## src/rtl/mbldcm_multi_pkg.sv

```systemverilog
// Shared definitions for the multi-channel BLDC commutation controller:
// register map, bit positions, response codes, channel state and commutation table.
package mbldcm_multi_pkg;

    localparam logic [1:0] cRegCtrl    = 2'd0;
    localparam logic [1:0] cRegTarget  = 2'd1;
    localparam logic [1:0] cRegCurrent = 2'd2;
    localparam logic [1:0] cRegStatus  = 2'd3;

    localparam int cCtrlEnable = 0;
    localparam int cCtrlDir    = 1;
    localparam int cCtrlBrake  = 2;

    localparam int cStatAtTarget = 8;
    localparam int cStatRunning  = 9;
    localparam int cStatDeadtime = 10;

    localparam logic [1:0] cRespOkay   = 2'b00;
    localparam logic [1:0] cRespSlvErr = 2'b10;

    typedef enum logic [1:0] {
        stIdle,
        stDrive,
        stDead,
        stBrake
    } tChanState;

    // Gate vector order is {Uh, Ul, Vh, Vl, Wh, Wl}.
    function automatic logic [5:0] fCommTable(input logic [2:0] phase, input logic brake);
        logic [5:0] gates;
        gates = 6'b000000;
        if (brake) begin
            gates = 6'b010101;
        end else begin
            case (phase)
                3'd0:    gates = 6'b100100;
                3'd1:    gates = 6'b100001;
                3'd2:    gates = 6'b001001;
                3'd3:    gates = 6'b011000;
                3'd4:    gates = 6'b010010;
                3'd5:    gates = 6'b000110;
                default: gates = 6'b000000;
            endcase
        end
        return gates;
    endfunction

endpackage

```

## src/rtl/mbldcm_multi_channel.sv

```systemverilog
// One motor channel: 6-step commutation FSM with step counter, period ramp,
// dead-time insertion and brake, driving registered gate outputs.
module mbldcm_multi_channel
    import mbldcm_multi_pkg::*;
#(
    parameter int          pPeriodWidth = 24,
    parameter int unsigned pStartPeriod = 500000,
    parameter int unsigned pRampStep    = 256,
    parameter int unsigned pDeadTime    = 10
) (
    input  logic                    iClock,
    input  logic                    iReset_n,
    input  logic                    iEnable,
    input  logic                    iDir,
    input  logic                    iBrake,
    input  logic [pPeriodWidth-1:0] iTarget,
    output logic [pPeriodWidth-1:0] oCurrent,
    output logic [2:0]              oPhase,
    output logic                    oRunning,
    output logic                    oInDeadtime,
    output logic                    oAtTarget,
    output logic [5:0]              oGates
);

    localparam logic [pPeriodWidth-1:0] cStart = pPeriodWidth'(pStartPeriod);
    localparam logic [pPeriodWidth-1:0] cStep  = pPeriodWidth'(pRampStep);
    localparam logic [pPeriodWidth-1:0] cOne   = pPeriodWidth'(1);
    localparam logic [7:0]              cDead  = 8'(pDeadTime);

    tChanState               state;
    logic [pPeriodWidth-1:0] current;
    logic [pPeriodWidth-1:0] counter;
    logic [7:0]              deadCnt;
    logic [2:0]              phase;
    logic [pPeriodWidth-1:0] rampNext;
    logic [2:0]              phaseNext;

    // NOTE: combinational blocks assign every output first so no latch is inferred.
    always_comb begin
        rampNext = iTarget;
        if (current > iTarget) begin
            if (current - iTarget > cStep) rampNext = current - cStep;
        end else if (iTarget - current > cStep) begin
            rampNext = current + cStep;
        end
    end

    always_comb begin
        if (iDir) phaseNext = (phase == 3'd0) ? 3'd5 : phase - 3'd1;
        else      phaseNext = (phase == 3'd5) ? 3'd0 : phase + 3'd1;
    end

    // NOTE: sequential state uses non-blocking assignments so all branches read pre-edge values.
    always_ff @(posedge iClock) begin
        if (!iReset_n) begin
            state   <= stIdle;
            current <= cStart;
            counter <= cStart;
            deadCnt <= 8'd0;
            phase   <= 3'd0;
            oGates  <= 6'b000000;
        end else if (!iEnable) begin
            state  <= stIdle;
            oGates <= 6'b000000;
        end else if (iBrake) begin
            // Counter is held while braking; leaving IDLE still restarts the period.
            state  <= stBrake;
            oGates <= fCommTable(phase, 1'b1);
            if (state == stIdle) begin
                current <= cStart;
                counter <= cStart;
            end
        end else begin
            case (state)
                stIdle: begin
                    current <= cStart;
                    counter <= cStart;
                    state   <= stDrive;
                    oGates  <= fCommTable(phase, 1'b0);
                end
                stDrive: begin
                    if (counter <= cOne) begin
                        phase   <= phaseNext;
                        current <= rampNext;
                        if (cDead == 8'd0) begin
                            counter <= rampNext;
                            oGates  <= fCommTable(phaseNext, 1'b0);
                        end else begin
                            state   <= stDead;
                            deadCnt <= cDead;
                            oGates  <= 6'b000000;
                        end
                    end else begin
                        counter <= counter - cOne;
                        oGates  <= fCommTable(phase, 1'b0);
                    end
                end
                stDead: begin
                    if (deadCnt <= 8'd1) begin
                        state   <= stDrive;
                        counter <= current;
                        oGates  <= fCommTable(phase, 1'b0);
                    end else begin
                        deadCnt <= deadCnt - 8'd1;
                        oGates  <= 6'b000000;
                    end
                end
                default: begin
                    if (cDead == 8'd0) begin
                        state   <= stDrive;
                        counter <= current;
                        oGates  <= fCommTable(phase, 1'b0);
                    end else begin
                        state   <= stDead;
                        deadCnt <= cDead;
                        oGates  <= 6'b000000;
                    end
                end
            endcase
        end
    end

    // at_target is only reported while the channel is running, so an idle channel reads status 0.
    assign oCurrent    = current;
    assign oPhase      = phase;
    assign oRunning    = (state != stIdle);
    assign oInDeadtime = (state == stDead);
    assign oAtTarget   = oRunning && (current == iTarget);

endmodule

```

## src/rtl/mbldcm_multi.sv

```systemverilog
// Multi-channel BLDC controller top: Avalon-MM register file and decode,
// one commutation channel per motor.
module mbldcm_multi
    import mbldcm_multi_pkg::*;
#(
    parameter int          pChannels    = 2,
    parameter int          pPeriodWidth = 24,
    parameter int unsigned pStartPeriod = 500000,
    parameter int unsigned pMinPeriod   = 1000,
    parameter int unsigned pRampStep    = 256,
    parameter int unsigned pDeadTime    = 10
) (
    input  logic                         iClock,
    input  logic                         iReset_n,
    input  logic [$clog2(pChannels)+1:0] iAddr,
    input  logic                         iRead,
    output logic [31:0]                  oRdata,
    input  logic                         iWrite,
    input  logic [31:0]                  iWdata,
    output logic [1:0]                   oResp,
    output logic [pChannels-1:0]         oUh,
    output logic [pChannels-1:0]         oUl,
    output logic [pChannels-1:0]         oVh,
    output logic [pChannels-1:0]         oVl,
    output logic [pChannels-1:0]         oWh,
    output logic [pChannels-1:0]         oWl
);

    localparam logic [pPeriodWidth-1:0] cStart = pPeriodWidth'(pStartPeriod);
    localparam logic [pPeriodWidth-1:0] cMin   = pPeriodWidth'(pMinPeriod);

    logic [2:0]              ctrlReg    [pChannels];
    logic [pPeriodWidth-1:0] targetReg  [pChannels];
    logic [pPeriodWidth-1:0] chCurrent  [pChannels];
    logic [2:0]              chPhase    [pChannels];
    logic                    chRunning  [pChannels];
    logic                    chInDead   [pChannels];
    logic                    chAtTarget [pChannels];
    logic [5:0]              chGates    [pChannels];

    logic [3:0]              addrPad;
    logic [1:0]              reqChan;
    logic [1:0]              reqReg;
    logic                    chanOk;
    logic [pPeriodWidth-1:0] wrTarget;
    logic [31:0]             rdMux;
    logic                    unusedWdata;

    // Zero-extending the address gives one decode for every channel count.
    assign addrPad     = 4'(iAddr);
    assign reqChan     = addrPad[3:2];
    assign reqReg      = addrPad[1:0];
    assign chanOk      = (int'(reqChan) < pChannels);
    assign wrTarget    = (iWdata[pPeriodWidth-1:0] < cMin) ? cMin : iWdata[pPeriodWidth-1:0];
    assign unusedWdata = ^iWdata;

    always_comb begin
        rdMux = '0;
        for (int c = 0; c < pChannels; c++) begin
            if (int'(reqChan) == c) begin
                case (reqReg)
                    cRegCtrl:    rdMux = {29'b0, ctrlReg[c]};
                    cRegTarget:  rdMux = 32'(targetReg[c]);
                    cRegCurrent: rdMux = 32'(chCurrent[c]);
                    default: begin
                        rdMux[2:0]           = chPhase[c];
                        rdMux[cStatAtTarget] = chAtTarget[c];
                        rdMux[cStatRunning]  = chRunning[c];
                        rdMux[cStatDeadtime] = chInDead[c];
                    end
                endcase
            end
        end
    end

    // NOTE: the register arrays are tiny control registers, so they take a full reset like any flop.
    always_ff @(posedge iClock) begin
        if (!iReset_n) begin
            oRdata <= '0;
            oResp  <= cRespOkay;
            for (int c = 0; c < pChannels; c++) begin
                ctrlReg[c]   <= 3'b000;
                targetReg[c] <= cStart;
            end
        end else if (iWrite) begin
            oRdata <= '0;
            oResp  <= cRespSlvErr;
            for (int c = 0; c < pChannels; c++) begin
                if (int'(reqChan) == c) begin
                    if (reqReg == cRegCtrl) begin
                        ctrlReg[c] <= iWdata[cCtrlBrake:0];
                        oResp      <= cRespOkay;
                    end else if (reqReg == cRegTarget) begin
                        targetReg[c] <= wrTarget;
                        oResp        <= cRespOkay;
                    end
                end
            end
        end else if (iRead) begin
            oRdata <= chanOk ? rdMux : '0;
            oResp  <= chanOk ? cRespOkay : cRespSlvErr;
        end
    end

    for (genvar g = 0; g < pChannels; g++) begin : gChan
        mbldcm_multi_channel #(
            .pPeriodWidth(pPeriodWidth),
            .pStartPeriod(pStartPeriod),
            .pRampStep   (pRampStep),
            .pDeadTime   (pDeadTime)
        ) uChan (
            .iClock     (iClock),
            .iReset_n   (iReset_n),
            .iEnable    (ctrlReg[g][cCtrlEnable]),
            .iDir       (ctrlReg[g][cCtrlDir]),
            .iBrake     (ctrlReg[g][cCtrlBrake]),
            .iTarget    (targetReg[g]),
            .oCurrent   (chCurrent[g]),
            .oPhase     (chPhase[g]),
            .oRunning   (chRunning[g]),
            .oInDeadtime(chInDead[g]),
            .oAtTarget  (chAtTarget[g]),
            .oGates     (chGates[g])
        );

        assign oUh[g] = chGates[g][5];
        assign oUl[g] = chGates[g][4];
        assign oVh[g] = chGates[g][3];
        assign oVl[g] = chGates[g][2];
        assign oWh[g] = chGates[g][1];
        assign oWl[g] = chGates[g][0];
    end

endmodule

```

## config.mk

```make
export PLATFORM = sky130hd
export DESIGN_NAME = mbldcm_multi
export DESIGN_NICKNAME = d
export VERILOG_FILES = /design/src/rtl/mbldcm_multi_pkg.sv /design/src/rtl/mbldcm_multi_channel.sv /design/src/rtl/mbldcm_multi.sv
export SDC_FILE = /design/constraint.sdc
export NUM_CORES = 1
export LEC_CHECK = 0
export BUFFER_PORTS_ARGS = -buffer_cell sky130_fd_sc_hd__buf_2
export CAP_MARGIN = 20
export CORE_MARGIN = 2
export CORE_UTILIZATION = 55
export CTS_CLUSTER_SIZE = 12
export DETAILED_ROUTE_END_ITERATION = 10
export PLACE_DENSITY = 0.76
export RECOVER_POWER = 100
export SYNTH_ARGS = -nofsm -noshare
export SYNTH_HDL_FRONTEND = slang
export SYNTH_SLANG_ARGS = --single-unit
```

## constraint.sdc

```tcl
create_clock -name iClock -period 5.78 [get_ports iClock]
set_clock_uncertainty 0.05 [all_clocks]
set_input_delay 0.578 -clock iClock [delete_from_list [all_inputs] [get_ports iClock]]
set_output_delay 0.578 -clock iClock [all_outputs]
set_load 0.005 [all_outputs]
```

Word-level counts from Yosys, hierarchy flattened. Memory sizes are Yosys's and may differ from the RTL's. Index checks and enable logic that the tools add are counted.

$add $sub $neg: 16. Bitwise operators: 11. Reduce and logical (&&, ||, !) cells: 30. Muxes and demuxes: 97. Magnitude comparators: 12. Equal/unequal tests: 30.

Operators with widths (number): 24-bit two-way mux (22); 24-bit one-hot mux with 3 select lines (2); 24-bit by 9-bit > comparator with 1-bit output, second input constant (4); 24-bit one-hot mux with 2 select lines (2); 24-bit subtractor (4); 6-bit one-hot mux with 6 select lines (2); 32-bit two-way mux (2); 21-bit one-hot mux with 3 select lines (1); 24-bit by 9-bit adder with 24-bit output, second input constant (2); 24-bit equality test (2); 24-bit > comparator (2); 24-bit by 1-bit <= comparator with 1-bit output, second input constant (2); 8-bit one-hot mux with 3 select lines (2); 24-bit by 1-bit subtractor with 24-bit output, second input constant (2); 24-bit by 9-bit subtractor with 24-bit output, second input constant (2); 3-bit one-hot mux with 3 select lines (4); 6-bit one-hot mux with 3 select lines (2); 8-bit two-way mux (4); 2-bit two-way mux (15); 13-bit one-hot mux with 2 select lines (1); 24-bit by 10-bit < comparator with 1-bit output, second input constant (1); 3-bit two-way mux (8); 6-bit two-way mux (4); 1-bit two-way mux (20); other kinds (30) (84).

Word-level logic and storage cells: 214. Output and inout port bits: 46. RAM bits: 54. Input port bits: 39. Bits in registers: 168. Memories kept: 2.

Memories: targetReg (depth 2, width 24, read ports 2, clocked after memory_dff 0, write ports 2, line mbldcm_multi.sv:33) `logic [pPeriodWidth-1:0] targetReg [pChannels];`; ctrlReg (depth 2, width 3, read ports 2, clocked after memory_dff 0, write ports 2, line mbldcm_multi.sv:32) `logic [2:0] ctrlReg [pChannels];`.

Logic depth before layout (Yosys ltp). Gate-level depths: netlist (run 1).

Depth in word-level cells: 8. Depth in mapped cells: 17. Gate-level depth less buffers: 14.

Cells and area by module. A second synthesis (run 1) with hierarchy kept.

Cell total of the unflattened synthesis: 2306. Area, all modules: 17908.4 sq um.

By module, submodules not included: mbldcm_multi_channel (gChan[1].uChan) (area an instance 7130.6 sq um, instances 1, seq. area each 1341.3 sq um, cells an instance 992); mbldcm_multi_channel (gChan[0].uChan) (area an instance 7064.3 sq um, instances 1, seq. area each 1341.3 sq um, cells an instance 987); mbldcm_multi (area an instance 3713.6 sq um, instances 1, seq. area each 2122.0 sq um, cells an instance 327).

Worst setup path before layout (run 1). No wires, ideal clock.

Kind: register to register. From: reg gChan[1].uChan.current[10]. To: reg gChan[1].uChan.current[8]. Data arrival time: 3.733 ns. Stages on the path, launching flop included: 17. Slack: 1.864 ns. Data required time: 5.597 ns. Period minus slack after synthesis: 3.916 ns. Library setup time: 0.133 ns. Path buffers: 3. Cells stage by stage: dfxtp_1 > clkbuf_1 > inv_1 > ha_1 > buf_2 > a21oi_1 > o21ai_0 > a221oi_1 > o22ai_2 > mux2i_1 > or3_1 > or4_4 > nor4_4 > a22o_4 > buf_6 > mux2i_1 > a31oi_1.

Longest elaborated chain between the ends: 7. Elaborated cells between the ends (all ways): 11. Those cells by class: 2 x add/sub; 3 x order compare; 6 x mux.

Ends and longest elaborated chain: start, declared (line mbldcm_multi_channel.sv:31) `logic [pPeriodWidth-1:0] current;`; start signal, assigned (line mbldcm_multi_channel.sv:57) `current <= cStart;`; start signal, assigned (line mbldcm_multi_channel.sv:70) `current <= cStart;`; start signal, assigned (line mbldcm_multi_channel.sv:76) `current <= cStart;`; 24-bit subtractor (on tied branches) (line mbldcm_multi_channel.sv:43, mbldcm_multi_channel.sv:42); 24-bit by 9-bit > comparator with 1-bit output (on tied branches) (line mbldcm_multi_channel.sv:43, mbldcm_multi_channel.sv:42); 24-bit two-way mux (on tied branches) (line mbldcm_multi_channel.sv:43, mbldcm_multi_channel.sv:42); 24-bit two-way mux * (line mbldcm_multi_channel.sv:41) `if (current > iTarget) begin`; 24-bit two-way mux * (line mbldcm_multi_channel.sv:82) `if (counter <= cOne) begin`; 24-bit one-hot mux with 2 select lines * (line mbldcm_multi_channel.sv:74) `case (state)`; 24-bit two-way mux * (line mbldcm_multi_channel.sv:65) `end else if (iBrake) begin`.

Every way passes the cells marked *; elsewhere a longest branch is shown, timed or not. The select of a mux whose other input is x is not followed. A chain may end at the register's enable or synchronous reset.

Final worst setup path (run 1).
From: reg gChan[0].uChan.current[8]. To: reg gChan[0].uChan.current[11].

Longest elaborated chain between the ends: 7. Elaborated cells between the ends (all ways): 13. Those cells by class: 4 x add/sub; 3 x order compare; 6 x mux.

Ends and longest elaborated chain (line): start, declared (mbldcm_multi_channel.sv:31); start signal, assigned (mbldcm_multi_channel.sv:57); start signal, assigned (mbldcm_multi_channel.sv:70); start signal, assigned (mbldcm_multi_channel.sv:76); 24-bit subtractor (on tied branches) (mbldcm_multi_channel.sv:43, mbldcm_multi_channel.sv:42); 24-bit by 9-bit > comparator with 1-bit output (on tied branches) (mbldcm_multi_channel.sv:43, mbldcm_multi_channel.sv:42); 24-bit two-way mux (on tied branches) (mbldcm_multi_channel.sv:43, mbldcm_multi_channel.sv:42); 24-bit two-way mux * (mbldcm_multi_channel.sv:41); 24-bit two-way mux * (mbldcm_multi_channel.sv:82); 24-bit one-hot mux with 2 select lines * (mbldcm_multi_channel.sv:74); 24-bit two-way mux * (mbldcm_multi_channel.sv:65).

Marked as above.

==> impl_metrics.xml, run 1 <==
<?xml version="1.0" encoding="UTF-8"?>
<metrics>
  <group name="critical_path">
    <metric name="cpPeakStageDelay" unit="ns">0.78</metric>
    <metric name="worst_r2r_endpoint" unit="">gChan[0].uChan.oCurrent[11]</metric>
    <metric name="crit_arrival" unit="ns">5.87</metric>
    <metric name="register_to_register_setup_slack" unit="ns">0.33</metric>
    <metric name="path_class" unit="">reg -&gt; reg</metric>
    <metric name="timing.critical_path.buf_inv" unit="">2</metric>
    <metric name="worst_path_dominant_cell_family" unit="">compound AO/OA/AOI/OAI gates</metric>
    <metric name="rr_worst_depth" unit="">14</metric>
    <metric name="worst_ep_required_time" unit="ns">6.20</metric>
    <metric name="timing.critical_path.mode_cell" unit="">sky130_fd_sc_hd__o21ai_0</metric>
    <metric name="cell_chain_of_the_critical_path" unit="">inv_1 -&gt; ha_1 -&gt; nand2_1 -&gt; o21ai_0 -&gt; nor2_1 -&gt; o211ai_1 -&gt; xnor2_1 -&gt; a2111oi_0 -&gt; nand4_1 -&gt; o21ai_0 -&gt; clkbuf_1 -&gt; o221ai_1 -&gt; o21ai_0 -&gt; a21o_1</metric>
    <metric name="endpoint_kind" unit="">register</metric>
    <metric name="worstSetupStartpoint" unit="">gChan[0].uChan.oCurrent[8]</metric>
    <metric name="crit_fanout" unit="">20</metric>
    <metric name="cp.depth" unit="">14</metric>
    <metric name="critical_path.startpoint_type" unit="">register</metric>
    <metric name="worst_path_max_delay_cell" unit="">sky130_fd_sc_hd__clkbuf_1</metric>
    <metric name="endpoint" unit="">gChan[0].uChan.oCurrent[11]</metric>
    <metric name="critical_path.reg2reg.startpoint" unit="">gChan[0].uChan.oCurrent[8]</metric>
  </group>
  <group name="synth">
    <metric name="post_synth.cell_area_avg" unit="um2">7.74</metric>
    <metric name="ys.warnings.count" unit="">0</metric>
    <metric name="netlist.area_leader.share" unit="%">18.0</metric>
    <metric name="post_synth_inst_count" unit="">2292</metric>
    <metric name="synth.yosys.seq_area_share" unit="%">27.1</metric>
    <metric name="yosys.area.top_type" unit="">sky130_fd_sc_hd__dfxtp_1</metric>
    <metric name="ys_async_sr_fraction" unit="%">0</metric>
    <metric name="synth_area_leaders" unit="">sky130_fd_sc_hd__dfxtp_1 (18%), sky130_fd_sc_hd__edfxtp_1 (9.1%), sky130_fd_sc_hd__ha_1 (8.7%)</metric>
    <metric name="number_of_enable_type_register_cells_in_the_synthesized_netlist" unit="">54</metric>
    <metric name="netlist-cell-type-count" unit="">99</metric>
    <metric name="netlist_area" unit="um2">17700</metric>
    <metric name="synth_ff_type" unit="">sky130_fd_sc_hd__dfxtp_1</metric>
    <metric name="postSynthRegisterBits" unit="">213</metric>
  </group>
  <group name="outcome">
    <metric name="status" unit="">finished with violations</metric>
    <metric name="violations_in_the_final_reports" unit="">max-capacitance violations, max-slew violations</metric>
  </group>
  <group name="global_routing">
    <metric name="initial_antenna_violation_count" unit="">1</metric>
    <metric name="overflow" unit="">0</metric>
    <metric name="use_met2" unit="%">48.8</metric>
    <metric name="grt_pass1_vias" unit="">16300</metric>
    <metric name="grt_max_degree" unit="">50</metric>
    <metric name="busiest_layer" unit="">met2</metric>
    <metric name="grt_use_met1" unit="%">47.5</metric>
    <metric name="met3_usage" unit="%">10.2</metric>
    <metric name="grt_usage" unit="%">33.1</metric>
    <metric name="grt_first_pass_wirelength" unit="mm">89.1</metric>
  </group>
  <group name="finish">
    <metric name="post_route_cells_drive_above_1_share" unit="%">6.35</metric>
    <metric name="n_antenna_cell" unit="">0</metric>
    <metric name="final_cell_area" unit="um2">18800</metric>
    <metric name="fin_nets" unit="">2430</metric>
    <metric name="post_layout_nonfiller_instances" unit="">2684</metric>
    <metric name="syn_to_final_growth" unit="%">6.05</metric>
  </group>
  <group name="sta">
    <metric name="rsz0062_at_grt" unit="">no</metric>
    <metric name="fin_hold_ws" unit="ns">0.335</metric>
    <metric name="period_utilization" unit="%">94.2</metric>
    <metric name="timing.setup.tns" unit="ns">0</metric>
    <metric name="worst_slew_pin_slew" unit="ns">1.66</metric>
    <metric name="timing.final.crit_period" unit="ns">5.45</metric>
    <metric name="final_max_slew_viols" unit="">80</metric>
    <metric name="hold_violations" unit="">0</metric>
    <metric name="fmaxAchievable" unit="MHz">184</metric>
    <metric name="setup_viol" unit="">0</metric>
    <metric name="relSlewSlack" unit="%">-10.4</metric>
  </group>
  <group name="clock_network">
    <metric name="path_clk_slew" unit="ns">0.06</metric>
    <metric name="cts.root.buffer_cell" unit="">sky130_fd_sc_hd__clkbuf_16</metric>
    <metric name="cts_setup_buffers" unit="">0</metric>
    <metric name="cts_resized" unit="">0</metric>
    <metric name="cts_tree" unit="">done</metric>
    <metric name="latest_clock_arrival_within_the_worst_skew_pair" unit="ns">0.54</metric>
    <metric name="cts_inserted_buffers" unit="">24</metric>
    <metric name="cts.sink_count" unit="">213</metric>
    <metric name="cts.htree.levels" unit="">1</metric>
    <metric name="clock_path_buffers" unit="">3</metric>
    <metric name="cts-hold-fix-buffers" unit="">0</metric>
  </group>
  <group name="detailed_routing">
    <metric name="routed_via_count_divided_by_cell_count" unit="">6.73</metric>
    <metric name="detail_route.first_pass.iterations" unit="">6</metric>
    <metric name="route.detailed.wl_per_inst" unit="um">21.5</metric>
    <metric name="via_count_of_the_routed_design" unit="">18100</metric>
    <metric name="ant_nets" unit="">0</metric>
    <metric name="route.detailed.drc" unit="">0</metric>
    <metric name="dr.first_iter.drc_count" unit="">2245</metric>
    <metric name="drt_wl_total" unit="mm">57.7</metric>
  </group>
  <group name="die">
    <metric name="die_width" unit="um">184</metric>
    <metric name="dieArea" unit="um2">33700</metric>
    <metric name="initial_core_util" unit="%">56.0</metric>
    <metric name="row_count" unit="">65</metric>
    <metric name="fp.coreArea" unit="um2">31600</metric>
    <metric name="ioPinCount" unit="">85</metric>
    <metric name="die_y" unit="um">184</metric>
  </group>
  <group name="pwr">
    <metric name="ir_worst_vdd" unit="V">0.000213</metric>
    <metric name="power_density" unit="nW/um2">211</metric>
    <metric name="power_leakage" unit="nW">7.11</metric>
  </group>
  <group name="flow_run">
    <metric name="maxCapViolCount" unit="">2</metric>
  </group>
  <group name="placement">
    <metric name="placedInstanceArea" unit="um2">18100</metric>
    <metric name="portBuffers" unit="">67</metric>
    <metric name="dp.final_hpwl" unit="mm">43.9</metric>
    <metric name="cell_count_after_placement" unit="">2638</metric>
    <metric name="gpl.final_weighted_congestion" unit="">0.968</metric>
  </group>
  <group name="worst_hold_path">
    <metric name="hold_path_class" unit="">in -&gt; reg</metric>
  </group>
</metrics>
==> kinds of logic after synthesis <==
kind of cell | Yosys count | share of synthesized area, %
compound gates | 754 | 28.5
xor+xnor | 115 | 5.68
fa+ha+maj | 125 | 8.91
buf+inv | 308 | 7.06
flops | 213 | 27.1
mux | 19 | 1.37
other cells | 1 | 0.0212
simple gates | 757 | 21.4
==> final cells by class <==
type,instances,area (um2)
Tap cell,402,503
Sequential cell,213,4800
Inverter,158,593
Multi-Input combinational cell,1779,11700
Fill cell,2929,12800
Clock inverter,8,76.3
Timing Repair Buffer,90,503
Clock buffer,34,658
==> worst min-delay path by stage <==
stage                     cells after the start        from                to  slack (ns)
after floorplan                               2   oRdata[8]         oRdata[8]        0.42
after global placement                        2   oRdata[8]         oRdata[8]        0.41
after detailed placement                      2   oRdata[8]         oRdata[8]        0.41
after CTS                                     2   iWdata[2]     ctrlReg[0][5]        0.31
after global routing                          2   iWdata[5]  targetReg[0][29]        0.31
final                                         2  iWdata[18]  targetReg[0][18]        0.33
==> flip-flops by register name, summed over array words and instances (netlist names) <==
name                  cells
gChan.uChan.deadCnt      16
gChan.uChan.counter      48
gChan.uChan.oPhase        6
targetReg                48
oResp                     1
gChan.uChan.oGates       12
ctrlReg                   6
oRdata                   24
gChan.uChan.oCurrent     48
gChan.uChan.state         4
==> worst register-to-register path, stage by stage (launching register included) <==
cell and delay (ns):
sky130_fd_sc_hd__dfxtp_1 0.56, sky130_fd_sc_hd__inv_1 0.19, sky130_fd_sc_hd__ha_1 0.55, sky130_fd_sc_hd__nand2_1 0.17, sky130_fd_sc_hd__o21ai_0 0.51, sky130_fd_sc_hd__nor2_1 0.14, sky130_fd_sc_hd__o211ai_1 0.40, sky130_fd_sc_hd__xnor2_1 0.11
sky130_fd_sc_hd__a2111oi_0 0.70, sky130_fd_sc_hd__nand4_1 0.31, sky130_fd_sc_hd__o21ai_0 0.22, sky130_fd_sc_hd__clkbuf_1 0.78, sky130_fd_sc_hd__o221ai_1 0.31, sky130_fd_sc_hd__o21ai_0 0.24, sky130_fd_sc_hd__a21o_1 0.14
==> layer usage <==
metal  up-vias  wire (um)
li1       8361          -
met1      8588      25200
met2      1033      24200
met3        91       7230
met4         2       1020
met5         -         13
==> where the power goes <==
part	total [mW]	internal, mW	switching [mW]	leakage, nW
Clock	1.44	0.802	0.642	0.359
Sequential	1.66	1.59	0.0683	1.82
Combinational	0.864	0.291	0.573	4.94
Total	3.96	2.68	1.28	7.11
==> cells in the mapped netlist, drive strengths merged (36+ instances only) <==
cell type,count
dfxtp,159
a21oi,180
buf,44
nor3,75
ha,123
nand2,161
o221ai,42
edfxtp,54
xor2,42
xnor2,73
o21ai,166
nor2,225
clkbuf,106
inv,156
nand4,48
a22oi,79
nand3,42
nor4,36
==> cells in the final DEF (no fill, tap or decap), drive strengths merged, types with 14 or more instances in the layout <==
cell type  count
nand2        161
nor2b         14
a22o          14
nor2         225
dfxtp        159
xnor2         73
and3          16
edfxtp        54
a221oi        23
a22oi         79
nand2b        25
o22ai         20
a21oi        180
or3           24
xor2          42
a31oi         25
ha           123
a211oi        30
buf           67
and2          26
a21o          20
nand3         42
or2           16
clkbuf        57
o21a          20
nor4          36
o221ai        42
nor3          75
o21ai        166
o211ai        32
nand4         48
inv          157
==> through the flow <==
stage          worst slack (ns)  utilization, %  total power [mW]
2_1_floorplan              1.86               -              2.28
3_3_place_gp              0.921            57.2              2.50
3_5_place_dp              0.871            57.2              2.51
4_1_cts                   0.831            59.5              3.94
5_1_grt                   0.183            59.4              4.10
6_report                  0.334            59.4              3.96
(Power assumes the default switching activity.)
==> run 2, diff against run 1 <==
- CORE_ASPECT_RATIO: not set -> 1.25
==> run 2 against run 1 <==
Net effect:
- clock-buffer cell count is the same
- combinational power shrank 2%
- non-clock buffer count shrank 1
- critical endpoint is now gChan[1].uChan.oCurrent[10]
- clock power is essentially flat
- power shrank 0.68%
- critical path depth is the same
- the flow still finishes with violations (max-capacitance violations, max-slew violations)
- global-route usage grew 0.087 points
- largest cell class unchanged
- sequential power is essentially flat
==> impl_metrics.xml, run 2 (synthesis gave the netlist of run 1 again) <==
<?xml version="1.0" encoding="UTF-8"?>
<metrics>
  <group name="die">
    <metric name="ioPinCount" unit="">85</metric>
    <metric name="initial_core_util" unit="%">55.8</metric>
    <metric name="die_y" unit="um">205</metric>
    <metric name="die_width" unit="um">165</metric>
    <metric name="fp.coreArea" unit="um2">31800</metric>
    <metric name="row_count" unit="">73</metric>
    <metric name="dieArea" unit="um2">33700</metric>
  </group>
  <group name="global_routing">
    <metric name="grt_max_degree" unit="">50</metric>
    <metric name="busiest_layer" unit="">met2</metric>
    <metric name="met3_usage" unit="%">2.77</metric>
    <metric name="use_met2" unit="%">57.8</metric>
    <metric name="overflow" unit="">0</metric>
    <metric name="grt_usage" unit="%">33.1</metric>
    <metric name="initial_antenna_violation_count" unit="">0</metric>
    <metric name="grt_first_pass_wirelength" unit="mm">88.4</metric>
    <metric name="grt_pass1_vias" unit="">16500</metric>
    <metric name="grt_use_met1" unit="%">38.7</metric>
  </group>
  <group name="finish">
    <metric name="layout_common_cells" unit="">sky130_fd_sc_hd__nor2_1 (223), sky130_fd_sc_hd__a21oi_1 (179), sky130_fd_sc_hd__nand2_1 (161), sky130_fd_sc_hd__dfxtp_1 (159), sky130_fd_sc_hd__o21ai_0 (157)</metric>
    <metric name="layout.core_utilization" unit="%">59.0</metric>
    <metric name="post_route_cells_drive_above_1_share" unit="%">6.19</metric>
    <metric name="syn_to_final_growth" unit="%">5.76</metric>
    <metric name="n_antenna_cell" unit="">0</metric>
    <metric name="fin_nets" unit="">2428</metric>
    <metric name="layout_commonest_cell" unit="">sky130_fd_sc_hd__nor2_1</metric>
  </group>
  <group name="flow_run">
    <metric name="maxCapViolCount" unit="">4</metric>
  </group>
  <group name="sta">
    <metric name="rsz0062_at_grt" unit="">no</metric>
    <metric name="setup_viol" unit="">0</metric>
    <metric name="final_max_slew_viols" unit="">156</metric>
    <metric name="timing.final.crit_period" unit="ns">5.43</metric>
    <metric name="timing.setup.tns" unit="ns">0</metric>
    <metric name="fmaxAchievable" unit="MHz">184</metric>
    <metric name="hold_violations" unit="">0</metric>
    <metric name="worst_slew_pin_slew" unit="ns">2.37</metric>
    <metric name="period_utilization" unit="%">94.0</metric>
    <metric name="fin_hold_ws" unit="ns">0.333</metric>
    <metric name="relSlewSlack" unit="%">-58.1</metric>
  </group>
  <group name="critical_path">
    <metric name="rr_worst_depth" unit="">14</metric>
    <metric name="critical_path.reg2reg.startpoint" unit="">gChan[1].uChan.oCurrent[10]</metric>
    <metric name="path_class" unit="">reg -&gt; reg</metric>
    <metric name="endpoint_kind" unit="">register</metric>
    <metric name="worst_r2r_endpoint" unit="">gChan[1].uChan.oCurrent[10]</metric>
    <metric name="worst_ep_required_time" unit="ns">6.15</metric>
    <metric name="critical_path.startpoint_type" unit="">register</metric>
    <metric name="crit_arrival" unit="ns">5.80</metric>
    <metric name="crit_fanout" unit="">12</metric>
    <metric name="register_to_register_setup_slack" unit="ns">0.35</metric>
  </group>
  <group name="detailed_routing">
    <metric name="route.detailed.drc" unit="">0</metric>
    <metric name="via_count_of_the_routed_design" unit="">17800</metric>
    <metric name="route.detailed.wl_per_inst" unit="um">21.3</metric>
    <metric name="routed_via_count_divided_by_cell_count" unit="">6.63</metric>
    <metric name="detail_route.first_pass.iterations" unit="">6</metric>
    <metric name="dr.first_iter.drc_count" unit="">1855</metric>
    <metric name="ant_nets" unit="">0</metric>
    <metric name="drt_wl_total" unit="mm">57.4</metric>
  </group>
  <group name="placement">
    <metric name="dp.final_hpwl" unit="mm">44.0</metric>
    <metric name="portBuffers" unit="">67</metric>
    <metric name="gpl.final_weighted_congestion" unit="">0.993</metric>
  </group>
  <group name="worst_hold_path">
    <metric name="min_delay_path_depth" unit="">2</metric>
    <metric name="startpoint_of_the_lowest_slack_hold_path" unit="">iWdata[17]</metric>
    <metric name="hold_path_class" unit="">in -&gt; reg</metric>
    <metric name="worst_hold_path.endpoint" unit="">targetReg[0][41]</metric>
  </group>
  <group name="pwr">
    <metric name="ir_worst_vdd" unit="V">0.000298</metric>
    <metric name="power_leakage" unit="nW">7.08</metric>
    <metric name="power_density" unit="nW/um2">210</metric>
  </group>
  <group name="clock_network">
    <metric name="cts_resized" unit="">0</metric>
    <metric name="cts_tree" unit="">done</metric>
    <metric name="cts.sink_count" unit="">213</metric>
    <metric name="cts_setup_buffers" unit="">0</metric>
    <metric name="cts.htree.levels" unit="">1</metric>
    <metric name="cts.root.buffer_cell" unit="">sky130_fd_sc_hd__clkbuf_16</metric>
    <metric name="path_clk_slew" unit="ns">0.06</metric>
    <metric name="latest_clock_arrival_within_the_worst_skew_pair" unit="ns">0.54</metric>
    <metric name="clock_path_buffers" unit="">3</metric>
    <metric name="cts-hold-fix-buffers" unit="">0</metric>
    <metric name="cts_inserted_buffers" unit="">23</metric>
  </group>
  <group name="outcome">
    <metric name="status" unit="">finished with violations</metric>
    <metric name="violations_in_the_final_reports" unit="">max-capacitance violations, max-slew violations</metric>
  </group>
</metrics>
[run 2: changes by cell type in the layout (fill, tap and decap cells not counted), sizes merged]
cell,delta
clkinv,-6
buf,+2
inv,+1
clkinvlp,+1
bufinv,+1
clkbuf,-3
[run 2: layer usage]
metal,part of all wire [%],wire length (um),vias to the layer above
li1,-,-,8381
met1,38,21800,8469
met2,49,28100,769
met3,5.9,3420,214
met4,7.3,4170,0
met5,0,0,-
[run 2: through the flow]
stage                     cells  area (um2)  worst slack [ns]  power, mW
after floorplan            2300       17800              1.86       2.28
after global placement     2650       18100             0.889       2.50
after detailed placement   2650       18100             0.884       2.52
after CTS                  2689       18800             0.902       3.93
after global routing       2690       18800             0.265       4.09
final                      2690       18800             0.348       3.94
[run 2: worst max-delay path, stage by stage (launching register included)]
cell and delay [ns]:
sky130_fd_sc_hd__dfxtp_1 0.58, sky130_fd_sc_hd__inv_1 0.15, sky130_fd_sc_hd__ha_1 0.50, sky130_fd_sc_hd__a21oi_1 0.31, sky130_fd_sc_hd__o21ai_0 0.13, sky130_fd_sc_hd__a211oi_1 0.63, sky130_fd_sc_hd__xnor2_1 0.14, sky130_fd_sc_hd__a211o_1 0.30
sky130_fd_sc_hd__a2111oi_0 0.71, sky130_fd_sc_hd__nand4_1 0.32, sky130_fd_sc_hd__o21ai_0 0.69, sky130_fd_sc_hd__buf_4 0.30, sky130_fd_sc_hd__o21ai_0 0.10, sky130_fd_sc_hd__a221o_1 0.32, sky130_fd_sc_hd__o21ai_0 0.09
[run 2: power by group]
group | leakage [nW] | internal [mW] | switching [mW]
Sequential | 1.82 | 1.59 | 0.0687
Combinational | 4.92 | 0.288 | 0.561
Clock | 0.345 | 0.823 | 0.608
[run 2: how the worst max path moves through the flow]
stage,to,slack [ns],startpoint
6_report,gChan[1].uChan.oCurrent[10],0.35,gChan[1].uChan.oCurrent[10]
5_1_grt,gChan[1].uChan.oCurrent[10],0.27,gChan[1].uChan.oCurrent[10]
4_1_cts,gChan[0].uChan.oCurrent[7],0.90,gChan[0].uChan.oCurrent[16]
3_5_place_dp,gChan[0].uChan.oCurrent[7],0.88,gChan[0].uChan.oCurrent[16]
3_3_place_gp,gChan[0].uChan.oCurrent[2],0.89,gChan[0].uChan.oCurrent[6]
2_1_floorplan,gChan[1].uChan.oCurrent[8],1.86,gChan[1].uChan.oCurrent[10]
[run 2: area by class of cell]
cell class / count / area (um2)
fillers: 2930 / 13000
flip-flops and latches: 213 / 4800
clock inverters: 5 / 70.1
inverters: 158 / 593
repair buffers: 89 / 463
well taps: 412 / 515
multi-input cells: 1779 / 11700
clock buffers: 34 / 647
